`src/rtl/load_store_unit.sv`:
```
// Load/store unit: responder to the control unit's cyc/ack handshake and a
// Wishbone-classic master. One bus transfer per request. Load data is aligned
// and extended here. Store data is replicated onto the byte lanes.

package global_pkg;
  typedef enum logic [1:0] {
    MEM_NONE   = 2'd0,
    LOAD_DATA  = 2'd1,
    STORE_DATA = 2'd2
  } memory_operation_t;
endpackage

module load_store_unit
  import global_pkg::*;
#(
  parameter int TIMEOUT_CYCLES = 255
) (
  input  logic              clk,
  input  logic              rst,
  input  logic              cyc,
  output logic              ack,
  input  memory_operation_t memory_operation,
  input  logic [2:0]        funct3,
  input  logic [31:0]       base,
  input  logic [31:0]       offset,
  input  logic [31:0]       store_data,
  output logic [31:0]       load_data,
  output logic              error,
  output logic              wb_cyc_o,
  output logic              wb_stb_o,
  output logic              wb_we_o,
  output logic [31:0]       wb_adr_o,
  output logic [3:0]        wb_sel_o,
  output logic [31:0]       wb_dat_o,
  input  logic [31:0]       wb_dat_i,
  input  logic              wb_ack_i,
  input  logic              wb_err_i
);

  localparam int TW = $clog2(TIMEOUT_CYCLES + 1);
  localparam logic [TW-1:0] TMO_LAST = TW'(TIMEOUT_CYCLES - 1);

  typedef enum logic [1:0] {
    S_IDLE = 2'd0,
    S_BUS  = 2'd1,
    S_DONE = 2'd2
  } state_t;

  // Byte-enable pattern for an access of the given size at byte offset lo.
  function automatic logic [3:0] f_sel(input logic [1:0] size, input logic [1:0] lo);
    logic [3:0] s;
    case (size)
      2'b00:   s = 4'b0001 << lo;
      2'b01:   s = 4'b0011 << lo;
      2'b10:   s = 4'b1111;
      default: s = 4'b0000;
    endcase
    return s;
  endfunction

  // Replicate the store operand across all lanes so the slave picks by sel.
  function automatic logic [31:0] f_store_dat(input logic [1:0] size, input logic [31:0] d);
    logic [31:0] r;
    case (size)
      2'b00:   r = {4{d[7:0]}};
      2'b01:   r = {2{d[15:0]}};
      default: r = d;
    endcase
    return r;
  endfunction

  // Pick the addressed byte/half from the bus word and sign/zero extend it.
  function automatic logic [31:0] f_load_extract(input logic [31:0] d, input logic [2:0] f3,
                                                 input logic [1:0] lo);
    logic [7:0]  b;
    logic [15:0] h;
    logic [31:0] r;
    case (lo)
      2'b00:   b = d[7:0];
      2'b01:   b = d[15:8];
      2'b10:   b = d[23:16];
      default: b = d[31:24];
    endcase
    h = lo[1] ? d[31:16] : d[15:0];
    case (f3)
      3'b000:  r = {{24{b[7]}}, b};
      3'b001:  r = {{16{h[15]}}, h};
      3'b010:  r = d;
      3'b100:  r = {24'd0, b};
      3'b101:  r = {16'd0, h};
      default: r = 32'd0;
    endcase
    return r;
  endfunction

  state_t        r_state;
  logic          r_ack;
  logic          r_error;
  logic [31:0]   r_load_data;
  logic          r_wb_cyc;
  logic          r_wb_we;
  logic [31:0]   r_wb_adr;
  logic [3:0]    r_wb_sel;
  logic [31:0]   r_wb_dat;
  logic [TW-1:0] r_tmo;
  logic [1:0]    r_ea_lo;
  logic [2:0]    r_funct3;
  logic          r_is_load;
  logic          r_abort;

  logic [31:0]   w_ea;
  logic          w_is_load;
  logic          w_is_store;
  logic          w_legal;
  logic          w_misaligned;
  logic          w_bus_done;

  assign w_ea       = base + offset;
  assign w_is_load  = (memory_operation == LOAD_DATA);
  assign w_is_store = (memory_operation == STORE_DATA);
  assign w_bus_done = wb_ack_i | wb_err_i | (r_tmo == TMO_LAST);

  // Legality of funct3 for the requested direction and natural alignment.
  always_comb begin
    w_legal = 1'b0;
    if (w_is_load) begin
      case (funct3)
        3'b000, 3'b001, 3'b010, 3'b100, 3'b101: w_legal = 1'b1;
        default:                                w_legal = 1'b0;
      endcase
    end else if (w_is_store) begin
      w_legal = (funct3 <= 3'b010);
    end else begin
      w_legal = 1'b0;
    end
    w_misaligned = ((funct3[1:0] == 2'b01) && w_ea[0]) ||
                   ((funct3[1:0] == 2'b10) && (w_ea[1:0] != 2'b00));
  end

  // Transfer FSM with all outputs registered.
  always_ff @(posedge clk) begin
    if (rst) begin
      r_state     <= S_IDLE;
      r_ack       <= 1'b0;
      r_error     <= 1'b0;
      r_load_data <= 32'd0;
      r_wb_cyc    <= 1'b0;
      r_wb_we     <= 1'b0;
      r_wb_adr    <= 32'd0;
      r_wb_sel    <= 4'd0;
      r_wb_dat    <= 32'd0;
      r_tmo       <= '0;
      r_ea_lo     <= 2'd0;
      r_funct3    <= 3'd0;
      r_is_load   <= 1'b0;
      r_abort     <= 1'b0;
    end else begin
      case (r_state)
        S_IDLE: begin
          r_ack <= 1'b0;
          if (cyc && (memory_operation != MEM_NONE)) begin
            r_load_data <= 32'd0;
            r_ea_lo     <= w_ea[1:0];
            r_funct3    <= funct3;
            r_is_load   <= w_is_load;
            r_tmo       <= '0;
            r_abort     <= 1'b0;
            if (!w_legal || w_misaligned) begin
              r_error <= 1'b1;
              r_ack   <= 1'b1;
              r_state <= S_DONE;
            end else begin
              r_error  <= 1'b0;
              r_wb_cyc <= 1'b1;
              r_wb_we  <= w_is_store;
              r_wb_adr <= {w_ea[31:2], 2'b00};
              r_wb_sel <= f_sel(funct3[1:0], w_ea[1:0]);
              r_wb_dat <= w_is_store ? f_store_dat(funct3[1:0], store_data) : 32'd0;
              r_state  <= S_BUS;
            end
          end else begin
            r_state <= S_IDLE;
          end
        end
        S_BUS: begin
          if (!cyc) begin
            r_abort <= 1'b1;
          end else begin
            r_abort <= r_abort;
          end
          if (w_bus_done) begin
            r_wb_cyc <= 1'b0;
            // Error takes priority over ack; no response at all means timeout.
            r_error  <= wb_err_i | ~wb_ack_i;
            if (wb_ack_i && !wb_err_i && r_is_load) begin
              r_load_data <= f_load_extract(wb_dat_i, r_funct3, r_ea_lo);
            end else begin
              r_load_data <= 32'd0;
            end
            if (r_abort || !cyc) begin
              r_state <= S_IDLE;
            end else begin
              r_ack   <= 1'b1;
              r_state <= S_DONE;
            end
          end else begin
            r_tmo <= r_tmo + TW'(1);
          end
        end
        S_DONE: begin
          if (!cyc) begin
            r_ack   <= 1'b0;
            r_state <= S_IDLE;
          end else begin
            r_ack <= 1'b1;
          end
        end
        default: begin
          r_state  <= S_IDLE;
          r_ack    <= 1'b0;
          r_wb_cyc <= 1'b0;
        end
      endcase
    end
  end

  assign ack       = r_ack;
  assign error     = r_error;
  assign load_data = r_load_data;
  assign wb_cyc_o  = r_wb_cyc;
  assign wb_stb_o  = r_wb_cyc;
  assign wb_we_o   = r_wb_we;
  assign wb_adr_o  = r_wb_adr;
  assign wb_sel_o  = r_wb_sel;
  assign wb_dat_o  = r_wb_dat;

endmodule

```
`config.mk`:
```
export PLATFORM = sky130hd
export DESIGN_NAME = load_store_unit
export DESIGN_NICKNAME = d
export VERILOG_FILES = /design/src/rtl/load_store_unit.sv
export SDC_FILE = /design/constraint.sdc
export NUM_CORES = 1
export LEC_CHECK = 0
export ABC_AREA = 1
export CORE_UTILIZATION = 37
export DETAILED_ROUTE_END_ITERATION = 16
export DONT_BUFFER_PORTS = 1
export HOLD_SLACK_MARGIN = 0.05
export PLACE_DENSITY = 0.6
export SLEW_MARGIN = 20
export SYNTH_ARGS = -nofsm -noshare
export SYNTH_HDL_FRONTEND = slang
export SYNTH_SLANG_ARGS = --single-unit
```
`constraint.sdc`:
```
create_clock -name clk -period 4.6 [get_ports clk]
set_input_delay 0.92 -clock clk [delete_from_list [all_inputs] [get_ports clk]]
set_output_delay 0.92 -clock clk [all_outputs]
set_load 0.03 [all_outputs]
```
Word level (Yosys, flattened, before mapping) --
Cells that the tools add are included.
Storage, ports and cells: logic and storage cells 115, register bits 119, input port bits 138, output and inout port bits 105
Cells by class: mux-type cells 38, bitwise gates (word level) 6, eq/ne operators 24, reduce and logical (&&, ||, !) cells 28, shift operators 2, add/sub/neg operators 2, magnitude comparators 1
Operators with widths (count):
- 32-bit case mux with 5 select lines | 1
- 32-bit 2-to-1 mux | 4
- 32-bit case mux with 2 select lines | 2
- 32-bit adder | 1
- 8-bit case mux with 3 select lines | 1
- 16-bit 2-to-1 mux | 1
- 8-bit 2-to-1 mux | 2
- 8-bit case mux with 2 select lines | 1
- 1-bit 2-to-1 mux | 15
- 2-bit != test (second input constant) | 7
- 3-bit == test (second input constant) | 4
- 4-bit case mux with 3 select lines | 1
- 3-bit AND reduction | 4
- 2-bit 2-to-1 mux | 5
- 8-bit by 1-bit adder with 8-bit output (second input constant) | 1
- 2-bit by 1-bit == test with 1-bit output (second input constant) | 4
- 2-bit == test (second input constant) | 4
- 8-bit == test (second input constant) | 1
- 3-bit by 1-bit == test with 1-bit output (second input constant) | 2
- 3-bit by 2-bit == test with 1-bit output (second input constant) | 2
- 2-bit logical NOT | 3
- 3-bit logical NOT | 2
- 1-bit case mux with 3 select lines | 2
- 2-bit case mux with 3 select lines | 1
- other kinds (13) | 30

Depth between registers and ports, before layout --
depth in word-level cells 9, gate-level depth with buffers 13, depth with buffers taken out 13

Worst setup path before layout --
OpenSTA, ideal clock, no wires.
path type in2reg, from input offset[0], to register r_wb_adr[15], in the netlist wb_adr_o[15], cell stages on the path 10, path slack 1.857 ns, buffers on the path 1, arrival time 2.627 ns, cell sequence ha_1 fa_1 or2_2 nand2_2 nand3_4 inv_2 buf_2 nand3_1 o211ai_1 inv_1
On the way: word-level cells in the longest chain between the ends 7, elaborated cells between the ends (all ways) 8
RTL lines:
- start: declaration | line 25 | input logic [31:0] offset,
- 32-bit adder | line 118 | assign w_ea = base + offset;
- net w_ea[1] | line 111 | logic [31:0] w_ea;
- 2-bit nonzero test | line 137 | ((funct3[1:0] == 2'b10) && (w_ea[1:0] != 2'b00));
- 1-bit logical AND | line 137
- 1-bit logical OR | line 136 | w_misaligned = ((funct3[1:0] == 2'b01) && w_ea[0]) ||
- 1-bit logical OR | line 168 | if (!w_legal || w_misaligned) begin
- 1-bit inverter (no source line)
- 3-bit AND reduction (no source line)
- end signal: assignment | line 176 | r_wb_adr <= {w_ea[31:2], 2'b00};
- end: declaration | line 102 | logic [31:0] r_wb_adr;
The timed path passes the listed nets, and every way through them passes these cells. A chain may end at the register's enable or synchronous reset.

Worst setup path after layout --
from input offset[0], to register r_wb_adr[14], in the netlist wb_adr_o[14]
The elaborated chain is that of the path after synthesis.

==> results by group <==
Finish
  – ANT cells: 0
  – Fillers: 2,271
  – Final #Nets: 1,452
  – Layout area overhead: 10.64%
  – Share of layout cells above drive strength 1: 0.05259
  – Register area: 0.002382 mm2
  – Area of the multi-input gates: 0.004636 mm2
  – Post-layout util: 0.4170

Detailed routing
  – Remaining DRCs: 0
  – 1st-iter DRT viols: 503
  – TritonRoute pass-1 iters: 7
  – Routed vias: 7,989
  – Via/cell ratio: 5.095
  – Wire per inst: 15.35 um
  – Post-route ant nets: 0
  – Post-Route WL: 24,070 um

Clocking
  – Clock transition at the registers of the reported paths: 0.05 ns
  – Hold buffer count at CTS: 0
  – Post-CTS Setup Repair Bufs: 0
  – Post-CTS Resized: 0
  – TritonCTS Buffers: 17
  – CTS tree: done
  – Clk Latency, worst-skew pair: 0.41 ns
  – CTS Sinks: 119
  – Clock root cell: clkbuf_16
  – Clock Path Buffers: 2
  – H-tree depth: 4

Critical path
  – Critical Path End Type: flop
  – Crit path max fanout: 40
  – Critical Path Max Stage Delay: 0.53 ns
  – Crit Path Class: input port to flop
  – Worst R2R Path Depth: 9
  – Critical path origin: offset[0]
  – R2R Setup Slk: 2.30 ns
  – R2r startpoint: r_ea_lo[1]
  – Startpoint types: input port
  – Crit path depth: 10
  – Slowest cell on the critical path: fa_1
  – Critical path arrival: 3.26 ns
  – FF-to-FF End: load_data[26]
  – Required time worst endpoint: 4.90 ns
  – CP top delay family: buffers and inverters
  – Crit-path cells: ha_1 > fa_1 > or2_2 > nand2_2 > nand3_4 > inv_2 > buf_4 > nand3_1 > o211ai_1 > inv_1
  – CP bufs+invs: 3

Synth
  – Mapped Cells: 1,303
  – Top cell type's share of synthesized area: 0.3007
  – Post-synth EDFFs: 0
  – #FFs+latches synth: 119
  – Largest family of logic cells by synthesized area: simple AND/OR/NAND/NOR gates
  – Count of cell types in the netlist: 34
  – Post-Synth Simple-Gate Area: 0.3427
  – Sequential-to-total area share from yosys stat: 0.3007
  – Post-Synthesis Cell Area: 0.007923 mm2
  – Mux share of post-synthesis cell area: 0
  – FFs w/ async S/R, synth: 0
  – Yosys top cell by area: dfxtp_1
  – Predominant post-synthesis flop cell: dfxtp_1
  – Synth top cells by count: 424 x nand2_1, 178 x inv_1, 119 x dfxtp_1
  – Synth area leaders: dfxtp_1 30%, nand2_1 20%, inv_1 8.4%, a21oi_1 7.4%, ha_1 5.2%
  – Post-Synth XOR/XNOR Area: 0.01216
  – Complex-gate fraction of the synthesized area: 0.1740
  – Synth Area in Adders: 0.05464
  – Synth warn: 0
  – Mean Syn Cell Area: 6.080 um2
  – Top-count cell post-synth: nand2_1

Pwr
  – Leakage: 4.085 nW
  – Cell Pwr Density: 359.2 mW/mm2
  – Worst IR Drop VDD: 233.8 uV

Min path
  – Hold Path Cell Cnt: 1
  – Worst Hold Class: flop to flop
  – Hold Crit Start: r_is_load
  – Hold endpoint: r_is_load

Global routing
  – Vias in the first global route: 7,320
  – All-Layer GR Usage: 0.2180
  – First-pass GRT wire length: 37,820 um
  – Initial antenna violation count: 0
  – Largest net degree at the start of global routing: 79
  – GR Overflow Total: 0

Timing
  – Final setup viols: 0
  – Final Max Tran Viols: 0
  – Slew headroom: 0.3785
  – Slew @ Worst Pin: 0.9288 ns
  – F_max: 337.6 MHz
  – Fin crit period: 2.962 ns
  – Setup TNS: 0 ns
  – Final Cycle Share: 0.6439
  – Final clock skew: 0.008956 ns
  – Fin. Hold Viols: 0
  – RSZ-0062 raised after global routing: false

Floorplan
  – Ports: 243
  – Die footprint: 0.02200 mm2
  – Die Width: 148.3 um
  – Row count: 53
  – Core ar.: 0.02102 mm2
  – Die Y: 148.3 um
  – Initial Util: 0.3769

Outcome
  – Status: finished clean

Place
  – GPL Wtd Cong: 0.8927
  – Placed wire-length estimate: 18,610 um
  – Number of buffers added on ports: 0

Job
  – Max-Cap Viols: 0
[sequential cells by signal, indices dropped and copies added (netlist names)]
name / flops
wb_we_o: 1
wb_sel_o: 4
ack: 1
load_data: 32
wb_cyc_o: 1
r_state: 2
r_funct3: 3
r_ea_lo: 2
r_tmo: 8
r_is_load: 1
r_abort: 1
wb_dat_o: 32
error: 1
wb_adr_o: 30
[logic make-up (layout without fill, tap and decap cells)]
| group | count (synthesis) | after routing |
|---|---|---|
| AOI/OAI and AO/OA | 243 | 243 |
| and+or+nand+nor | 661 | 661 |
| other | 1 | 2 |
| xor gates and xnor gates | 11 | 11 |
| DFF | 119 | 119 |
| buffers and inverters | 234 | 223 |
| adders and majority gates | 34 | 34 |
[power by group]
| part | switching [mW] | total, mW | internal [mW] |
|---|---|---|---|
| sequential | 0.0572 | 1.11 | 1.05 |
| clock | 0.507 | 1.49 | 0.983 |
| combinational | 0.364 | 0.547 | 0.183 |
[cell type report]
type | instances | area share
Clock buffer | 19 | 0.05053
Clock inverter | 13 | 0.02484
Inverter | 184 | 0.07879
Multi-Input combinational cell | 951 | 0.5288
Sequential cell | 119 | 0.2718
Tap cell | 275 | 0.03925
Timing Repair Buffer | 7 | 0.005995
[layout by cell type, fill, tap and decap left out, types with 2 or more instances in the layout]
master,n
a21oi_1,117
o221ai_1,7
a21o_1,2
nand4_1,9
ha_1,33
inv_2,6
o21ai_1,7
o211ai_1,23
or2_2,14
nor3b_1,3
inv_6,2
o21ai_0,58
nand2_2,5
nand2_1,423
a21oi_2,2
clkinv_4,4
nor2_2,2
bufinv_16,5
xor2_1,4
clkinvlp_4,2
o21a_1,20
dfxtp_1,119
nor3_1,24
nand3_1,81
o21bai_1,3
and2_1,3
inv_1,178
clkbuf_16,17
xnor2_1,7
o22ai_1,2
buf_4,7
nor2_1,96
conb_1,2
[metrics by stage]
stage | instance area, um2 | cells | setup WS [ns] | hold slack, ns | total power, mW
after floorplan | 7926 | 1304 | 1.857 | 0.4341 | 1.567
after global placement | 8103 | 1536 | 1.264 | 0.4527 | 1.679
after CTS | 8763 | 1568 | 1.629 | 0.4706 | 3.185
final | 8766 | 1568 | 1.638 | 0.4643 | 3.149
after global routing | 8766 | 1568 | 1.495 | 0.4921 | 3.315
after detailed placement | 8103 | 1536 | 1.203 | 0.4578 | 1.681
[routing by layer]
layer / vias up / share of wire / GRT usage
met5: - / 0 / 0
met4: 0 / 0.013 / 0.06495
met3: 23 / 0.074 / 0.04693
met2: 263 / 0.49 / 0.3770
met1: 3577 / 0.42 / 0.2695
li1: 4126 / - / -
[worst register-to-register path: cells and delay by family (launching register included)]
family	cells	cell delay (ns)
DFF	1	0.31
buffers and inverters	2	0.44
and+or+nand+nor	4	1.16
AOI/OAI and AO/OA	3	0.29
[worst max path at each step]
stage,endpoint,slack [ns]
after floorplan,wb_adr_o[15],1.86
after global placement,wb_adr_o[15],1.26
after detailed placement,wb_adr_o[15],1.20
after CTS,wb_adr_o[8],1.63
after global routing,wb_adr_o[13],1.50
final,wb_adr_o[14],1.64
No activity file was read; power rests on OpenSTA's default activity.
